--- src/rtl/vision_pkg.sv ---
// Shared widths, frame defaults and types for the vision pipeline blocks.
// No ports: imported by hsv_threshold and hsv_color_bbox.
package vision_pkg;

    localparam int unsigned IMG_W_DEF = 640;
    localparam int unsigned IMG_H_DEF = 480;
    localparam int unsigned X_W       = 10;
    localparam int unsigned Y_W       = 9;
    localparam int unsigned CNT_W     = 19;
    localparam int unsigned H_W       = 9;
    localparam int unsigned C_W       = 8;

    typedef enum logic [1:0] {
        IDLE    = 2'd0,
        ACTIVE  = 2'd1,
        PUBLISH = 2'd2
    } state_t;

    // Running bounding box and match count for the frame in progress.
    typedef struct packed {
        logic [X_W-1:0]   x_min;
        logic [X_W-1:0]   x_max;
        logic [Y_W-1:0]   y_min;
        logic [Y_W-1:0]   y_max;
        logic [CNT_W-1:0] cnt;
    } bbox_acc_t;

endpackage

--- src/rtl/hsv_threshold.sv ---
// Combinational HSV window classifier; one instance per colour of interest.
// Ports: hsv_h/hsv_s/hsv_v pixel in, match_c combinational match flag out.
module hsv_threshold
    import vision_pkg::*;
#(
    parameter logic [H_W-1:0] H_MIN = 9'd20,
    parameter logic [H_W-1:0] H_MAX = 9'd40,
    parameter logic [C_W-1:0] S_MIN = 8'd80,
    parameter logic [C_W-1:0] V_MIN = 8'd60
) (
    input  logic [H_W-1:0] hsv_h,
    input  logic [C_W-1:0] hsv_s,
    input  logic [C_W-1:0] hsv_v,
    output logic           match_c
);

    logic [H_W-1:0] h_norm;
    logic           hue_ok;

    // Hue 360 is the same angle as 0; H_MIN > H_MAX means the window wraps through 0.
    always_comb begin
        h_norm = (hsv_h >= 9'd360) ? '0 : hsv_h;
        if (H_MIN <= H_MAX) begin
            hue_ok = (h_norm >= H_MIN) && (h_norm <= H_MAX);
        end else begin
            hue_ok = (h_norm >= H_MIN) || (h_norm <= H_MAX);
        end
        match_c = hue_ok && (hsv_s >= S_MIN) && (hsv_v >= V_MIN);
    end

endmodule

--- src/rtl/hsv_color_bbox.sv ---
// Per-frame colour blob tracker: classifies HSV pixels, tracks x/y position and
// publishes bounding box + match count once per frame.
// Ports: clk, rst (async active-low); in_valid/in_sof/in_eol/in_eof + hsv_h/s/v
// pixel stream in; pix_match/pix_match_valid per-pixel overlay flag out;
// bbox_valid pulse with bbox_found, bbox_x/y_min/max, bbox_count frame result out.
module hsv_color_bbox
    import vision_pkg::*;
#(
    parameter int unsigned    IMG_W      = IMG_W_DEF,
    parameter int unsigned    IMG_H      = IMG_H_DEF,
    parameter logic [H_W-1:0] H_MIN      = 9'd20,
    parameter logic [H_W-1:0] H_MAX      = 9'd40,
    parameter logic [C_W-1:0] S_MIN      = 8'd80,
    parameter logic [C_W-1:0] V_MIN      = 8'd60,
    parameter int unsigned    MIN_PIXELS = 16
) (
    input  logic             clk,
    input  logic             rst,
    input  logic             in_valid,
    input  logic             in_sof,
    input  logic             in_eol,
    input  logic             in_eof,
    input  logic [H_W-1:0]   hsv_h,
    input  logic [C_W-1:0]   hsv_s,
    input  logic [C_W-1:0]   hsv_v,
    output logic             pix_match,
    output logic             pix_match_valid,
    output logic             bbox_valid,
    output logic             bbox_found,
    output logic [X_W-1:0]   bbox_x_min,
    output logic [X_W-1:0]   bbox_x_max,
    output logic [Y_W-1:0]   bbox_y_min,
    output logic [Y_W-1:0]   bbox_y_max,
    output logic [CNT_W-1:0] bbox_count
);

    localparam logic [X_W-1:0]   X_LAST  = X_W'(IMG_W - 1);
    localparam logic [Y_W-1:0]   Y_LAST  = Y_W'(IMG_H - 1);
    localparam logic [CNT_W-1:0] MIN_CNT = CNT_W'(MIN_PIXELS);
    localparam bbox_acc_t        ACC_INIT = '{x_min: '1, x_max: '0, y_min: '1, y_max: '0, cnt: '0};

    state_t         state, state_nxt;
    logic [X_W-1:0] x_cnt, pos_x;
    logic [Y_W-1:0] y_cnt, pos_y;
    bbox_acc_t      acc, acc_base, acc_nxt;
    logic           match_c, accept_c, publish_c;

    hsv_threshold #(
        .H_MIN (H_MIN),
        .H_MAX (H_MAX),
        .S_MIN (S_MIN),
        .V_MIN (V_MIN)
    ) u_thr (
        .hsv_h   (hsv_h),
        .hsv_s   (hsv_s),
        .hsv_v   (hsv_v),
        .match_c (match_c)
    );

    // Position of the current beat; sof pins it to the frame origin.
    always_comb begin
        pos_x = in_sof ? '0 : x_cnt;
        pos_y = in_sof ? '0 : y_cnt;
    end

    // Position counters for the next beat, saturating so a lost eol/eof never wraps.
    always_ff @(posedge clk or negedge rst) begin
        if (!rst) begin
            x_cnt <= '0;
            y_cnt <= '0;
        end else if (in_valid) begin
            if (in_eol) begin
                x_cnt <= '0;
                y_cnt <= (pos_y == Y_LAST) ? pos_y : pos_y + Y_W'(1);
            end else begin
                x_cnt <= (pos_x == X_LAST) ? pos_x : pos_x + X_W'(1);
                y_cnt <= pos_y;
            end
        end
    end

    // State register.
    always_ff @(posedge clk or negedge rst) begin
        if (!rst) state <= IDLE;
        else      state <= state_nxt;
    end

    // Next state; a sof during PUBLISH is the first beat of the next frame.
    always_comb begin
        state_nxt = state;
        case (state)
            IDLE: begin
                if (in_valid && in_sof) state_nxt = in_eof ? PUBLISH : ACTIVE;
            end
            ACTIVE: begin
                if (in_valid && in_eof) state_nxt = PUBLISH;
            end
            PUBLISH: begin
                if (in_valid && in_sof) state_nxt = in_eof ? PUBLISH : ACTIVE;
                else                    state_nxt = IDLE;
            end
            default: state_nxt = IDLE;
        endcase
    end

    // Beat acceptance: sof always opens a frame (dropping any partial one).
    always_comb begin
        accept_c  = in_valid && (in_sof || (state == ACTIVE));
        publish_c = accept_c && in_eof;
    end

    // Accumulator update including the current pixel.
    always_comb begin
        acc_base = in_sof ? ACC_INIT : acc;
        acc_nxt  = acc_base;
        if (match_c) begin
            if (pos_x < acc_base.x_min) acc_nxt.x_min = pos_x;
            if (pos_x > acc_base.x_max) acc_nxt.x_max = pos_x;
            if (pos_y < acc_base.y_min) acc_nxt.y_min = pos_y;
            if (pos_y > acc_base.y_max) acc_nxt.y_max = pos_y;
            if (acc_base.cnt != '1)     acc_nxt.cnt   = acc_base.cnt + CNT_W'(1);
        end
    end

    always_ff @(posedge clk or negedge rst) begin
        if (!rst)          acc <= ACC_INIT;
        else if (accept_c) acc <= acc_nxt;
    end

    // Registered outputs; the frame result is captured on the eof beat so it
    // is presented together with the bbox_valid pulse.
    always_ff @(posedge clk or negedge rst) begin
        if (!rst) begin
            pix_match       <= 1'b0;
            pix_match_valid <= 1'b0;
            bbox_valid      <= 1'b0;
            bbox_found      <= 1'b0;
            bbox_x_min      <= '0;
            bbox_x_max      <= '0;
            bbox_y_min      <= '0;
            bbox_y_max      <= '0;
            bbox_count      <= '0;
        end else begin
            pix_match       <= in_valid && match_c;
            pix_match_valid <= in_valid;
            bbox_valid      <= publish_c;
            if (publish_c) begin
                bbox_found <= (acc_nxt.cnt >= MIN_CNT);
                bbox_count <= acc_nxt.cnt;
                if (acc_nxt.cnt == '0) begin
                    bbox_x_min <= '0;
                    bbox_x_max <= '0;
                    bbox_y_min <= '0;
                    bbox_y_max <= '0;
                end else begin
                    bbox_x_min <= acc_nxt.x_min;
                    bbox_x_max <= acc_nxt.x_max;
                    bbox_y_min <= acc_nxt.y_min;
                    bbox_y_max <= acc_nxt.y_max;
                end
            end
        end
    end

endmodule
--- config.mk ---
export PLATFORM = sky130hd
export DESIGN_NAME = hsv_color_bbox
export DESIGN_NICKNAME = d
export VERILOG_FILES = /design/src/rtl/vision_pkg.sv /design/src/rtl/hsv_threshold.sv /design/src/rtl/hsv_color_bbox.sv
export SDC_FILE = /design/constraint.sdc
export NUM_CORES = 1
export LEC_CHECK = 0
export BUFFER_PORTS_ARGS = -buffer_cell sky130_fd_sc_hd__buf_2
export CORE_ASPECT_RATIO = 2
export CORE_UTILIZATION = 35
export CTS_CLUSTER_DIAMETER = 30
export CTS_CLUSTER_SIZE = 12
export DETAILED_ROUTE_END_ITERATION = 8
export SLEW_MARGIN = 15
export SYNTH_ARGS = -nofsm -noshare
export SYNTH_HDL_FRONTEND = slang
export SYNTH_SLANG_ARGS = --single-unit
--- constraint.sdc ---
create_clock -name clk -period 6.68 [get_ports clk]
set_clock_uncertainty 0.2 [all_clocks]
set_input_delay 1.002 -clock clk [delete_from_list [all_inputs] [get_ports clk]]
set_output_delay 1.002 -clock clk [all_outputs]
set_load 0.01 [all_outputs]
# Yosys cells after proc, flatten, opt, wreduce, memory -nomap -nowiden
# Index checks and enable logic that the tools add are counted.
# classes
addsub	3
eq_ne	7
n_mux	23
reduce_logical	12
order_cmp	10
# ops
cell	n
$mux W57	2
$mux W9	8
$mux W10	7
$add A19 B1 Y19 const B	1
$ge A19 B5 Y1 const B	1
$logic_not A19 Y1	1
$mux W19	1
$ne A19 B19 Y1 const B	1
$add A10 B1 Y10 const B	1
$eq A10 B10 Y1 const B	1
$gt A10 B10 Y1	1
$lt A10 B10 Y1	1
$add A9 B1 Y9 const B	1
$eq A9 B9 Y1 const B	1
$ge A9 B5 Y1 const B	1
$ge A9 B9 Y1 const B	1
$gt A9 B9 Y1	1
$le A9 B6 Y1 const B	1
$lt A9 B9 Y1	1
$ge A8 B6 Y1 const B	1
$ge A8 B7 Y1 const B	1
$logic_and A1 B1 Y1	8
$mux W2	4
$pmux W2 S3	1
other kinds (6)	7
# word_totals
output_inout_bits	61
in_bits	31
regBits	139
word_cells	72

# Longest topological paths before layout
# depth
word_depth	9
ltp_mapped	17
ltp_nobuf	12

# Hierarchy
# From an unflattened synthesis, not the netlist that was laid out.
# hier_totals
hier_cells	924
area_unflattened_um2	8301.7
# by_module_without_submodules
mod	seq_area_each_um2	cells_per_inst	area_each_um2	n_inst
hsv_color_bbox	3502.1	914	8231.6	1
hsv_threshold	0.0	10	70.1	1

# Worst setup path before layout
# Ideal clock, no wire load.
# synth_timing
kind	input to register
start	input in_sof
end	register bbox_y_max[5]
setup_slack_ps	2052
stages	17
setup_time_ps	129
arrival_time_ps	4299
path_buffers	6
required_time_ps	6351
cell_sequence	buf_2 inv_1 clkbuf_1 buf_1 clkbuf_1 nand2_1 ha_1 nor2b_1 o21a_1 o21ai_0 a21oi_1 o41ai_1 or2_2 buf_2 buf_2 mux2i_1 o31ai_1
# synth_via
elab_chain_cells	6
word_cells_on_any_way	13
classes_between	add/sub: 1; order compare: 1; eq/ne: 1; mux: 6; reduce/logical: 4
# synth_rtl
item	line_no	rtl
from (decl)	hsv_color_bbox.sv:20	input logic in_sof,
$mux W57	hsv_color_bbox.sv:114	acc_base = in_sof ? ACC_INIT : acc;
$add A19 B1 Y19 or $ne A19 B19 Y1 (tied branches)	hsv_color_bbox.sv:121	if (acc_base.cnt != '1) acc_nxt.cnt = acc_base.cnt + CNT_W'(1);
$mux W19	hsv_color_bbox.sv:121	
$mux W57	hsv_color_bbox.sv:116	if (match_c) begin
$logic_not A19 Y1	hsv_color_bbox.sv:150	if (acc_nxt.cnt == '0) begin
$mux W9	hsv_color_bbox.sv:150	
to (signal assigned)	hsv_color_bbox.sv:159	bbox_y_max <= acc_nxt.y_max;
to (decl)	hsv_color_bbox.sv:33	output logic [Y_W-1:0] bbox_y_max,
# Several ways; a longest one is shown, not always the timed one.
# A chain may end at the register's enable or synchronous reset.

# Final worst setup path
# layout_timing
start	input in_sof
end	register bbox_y_max[4]
# Same word-level chain as after synthesis.

==> metrics <==
dominant cell type by area after synthesis dfrtp_1; worst hold slack 269 ps; crit share post-route 67.7%; setup total negative slack 0 ps; slew at the pin closest to its max-slew limit 1030 ps; Leakage 4.27 nW; endpoints failing setup 0; Die ar. 23700 um^2; Post-CTS Setup Bufs 0; max-slew violation count 0; crit path DAT 4610 ps; most frequent cells in the layout nand2_1 (173), dfrtp_1 (120), o21ai_0 (97), buf_2 (84), nor2_1 (57); Worst Setup End Kind register; number of synthesized register bits 139; final hold viol count 0; ys async rst share 100%; share of cells above drive strength 1 17.1%; largest net degree at the start of global routing 97; Max-cap violations 0; dominant synthesized flop cell dfrtp_1; CTS root buf clkbuf_16; wire per inst 16.9 um; Tmin final 4520 ps; RePlAce Congestion 0.877; clk sink count 139; clk buf depth 2; Max transition margin 30.4%; Post-Synthesis Cells 923; Final Util 41.1%; Via Count 6922; Mapped Nets 993; Register Area 3500 um^2; r2r setup slk 2750 ps; global route total overflow 0; DR iter-0 viols 345; hold buffers post-CTS 0; yosys warns 0; die height 217 um; Cell Rows 78; Yosys cell types 62; Hold Path Class register to register; CP Launch Type input pin; first-pass GRT wire length 35700 um; CP Class input pin to register; total power 2.37 mW; pwr dens 254 nW/um^2; area of the core 22600 um^2; mapped cell area 8080 um^2; Port Buffers 85; initial antenna violation count 0; Reg2Reg Depth 9; Die Wd 109 um; CTS tree yes; most common cell after layout, fill and taps aside nand2_1; Layout Nets 1048; num ports 92; hold depth 1; Max VDD drop 0.138 mV; Residual DRC 0; synthesized area per cell 8.76 um^2; H-tree levels 4; first-pass iteration count of the detailed router 4; Overall Global Routing Usage 19.5%; final WL 21500 um; number of flops mapped to enable cells by yosys 0; worst skew pair latency 430 ps; Filler cells 2311; Max Fanout on Critical Path 22; area occupied by multi-input gates 4220 um^2; DP HPWL 15300 um; post-synthesis sequential area ratio 43.3%; post-synth top area share 37.1%; status finished, final reports clean; area grow syn2layout 15.1%; CTS Buf Count 17; CTS resizes 0; FMAX 221 MHz; antenna viol nets, final 0; antenna cells 0; RSZ-0062 raised after global routing no; CTS clk-pin slew, worst paths 60 ps; starting density of the core 35.7%; Worst Path Required 6770 ps; number of global-route vias before repair 6940; top cells by area, synth dfrtp_1 (37%), nand2_1 (8.1%), dfstp_2 (6.2%), ha_1 (6.0%), o21ai_0 (6.0%); DR vias/cell 5.45
==> layer usage <==
layer | share of wire (%) | routed length, um | track usage [%]
met4 | 4.3 | 924 | 10.6
met2 | 54 | 11500 | 34.3
met5 | 0 | 0 | 0
met1 | 39 | 8290 | 21.7
met3 | 3.6 | 783 | 3.74
==> through the flow <==
stage / setup WS (ps) / std cells / cell area, um^2
detailed placement: 1750 / 1239 / 8710
finish: 2160 / 1271 / 9300
floorplan: 2050 / 923 / 8080
global placement: 1830 / 1239 / 8710
global route: 1820 / 1271 / 9300
CTS: 2210 / 1271 / 9300
==> area by class of cell <==
class / instances / share of cell area [%]
sequential: 139 / 37.6
inverter: 32 / 1.29
clock inverter: 10 / 1.28
clock buffer: 22 / 5.10
tap: 280 / 3.77
multi-input combinational: 692 / 45.4
timing repair buffer: 96 / 5.53
==> sequential cells by signal, summed over array words and instances, names as in the netlist, 2 cells and up <==
signal / count
bbox_count: 19
acc: 57
bbox_x_max: 10
bbox_y_min: 9
bbox_x_min: 10
x_cnt: 10
y_cnt: 9
bbox_y_max: 9
state: 2
==> final timing paths <==
check / start / to
setup / recovery: in_sof / bbox_y_max[4]$_DFFE_PN0P_
hold / removal: state[1]$_DFFE_PN0P_ / state[1]$_DFFE_PN0P_
setup reg to reg: acc[13]$_DFFE_PN0P_ / bbox_y_max[7]$_DFFE_PN0P_
hold reg to reg: state[1]$_DFFE_PN0P_ / state[1]$_DFFE_PN0P_
max in group asynchronous: rst / pix_match$_DFF_PN0_
min in group asynchronous: rst / bbox_x_max[0]$_DFFE_PN0P_
==> synthesized netlist by cell type, drive strengths merged (8+ instances only) <==
cell type,number
mux2i,22
nand4,19
inv,31
nand3,16
dfrtp,120
nor2b,22
nand2,174
mux2,11
o31ai,41
o21ai,99
nor3,17
a21oi,30
dfstp,19
nor2,58
buf,20
xnor2,13
a31oi,11
clkbuf,40
ha,39
a22oi,8
==> power by group <==
part	total (mW)	internal (mW)	switching [mW]
clock network	0.944	0.578	0.366
logic	0.404	0.149	0.255
registers	1.02	0.955	0.0627
total	2.37	1.68	0.683
==> logic make-up after synthesis <==
family / share of synthesized area (%)
xor+xnor: 2.06
simple gates: 20.2
mux: 4.26
flops: 43.3
compound gates: 19.5
fa+ha+maj: 6.04
buf+inv: 4.70
==> critical path, cell delays in order <==
cell     delay [ps]
buf_2           240
inv_1           630
buf_4           320
nand2_1          80
ha_1            280
nor2b_1         130
o21a_1          160
o21ai_0         150
a21oi_1          90
o41ai_1         660
or2_2           490
mux2i_1         270
o31ai_1          80
Note: power is estimated with default switching activity, not from simulation.
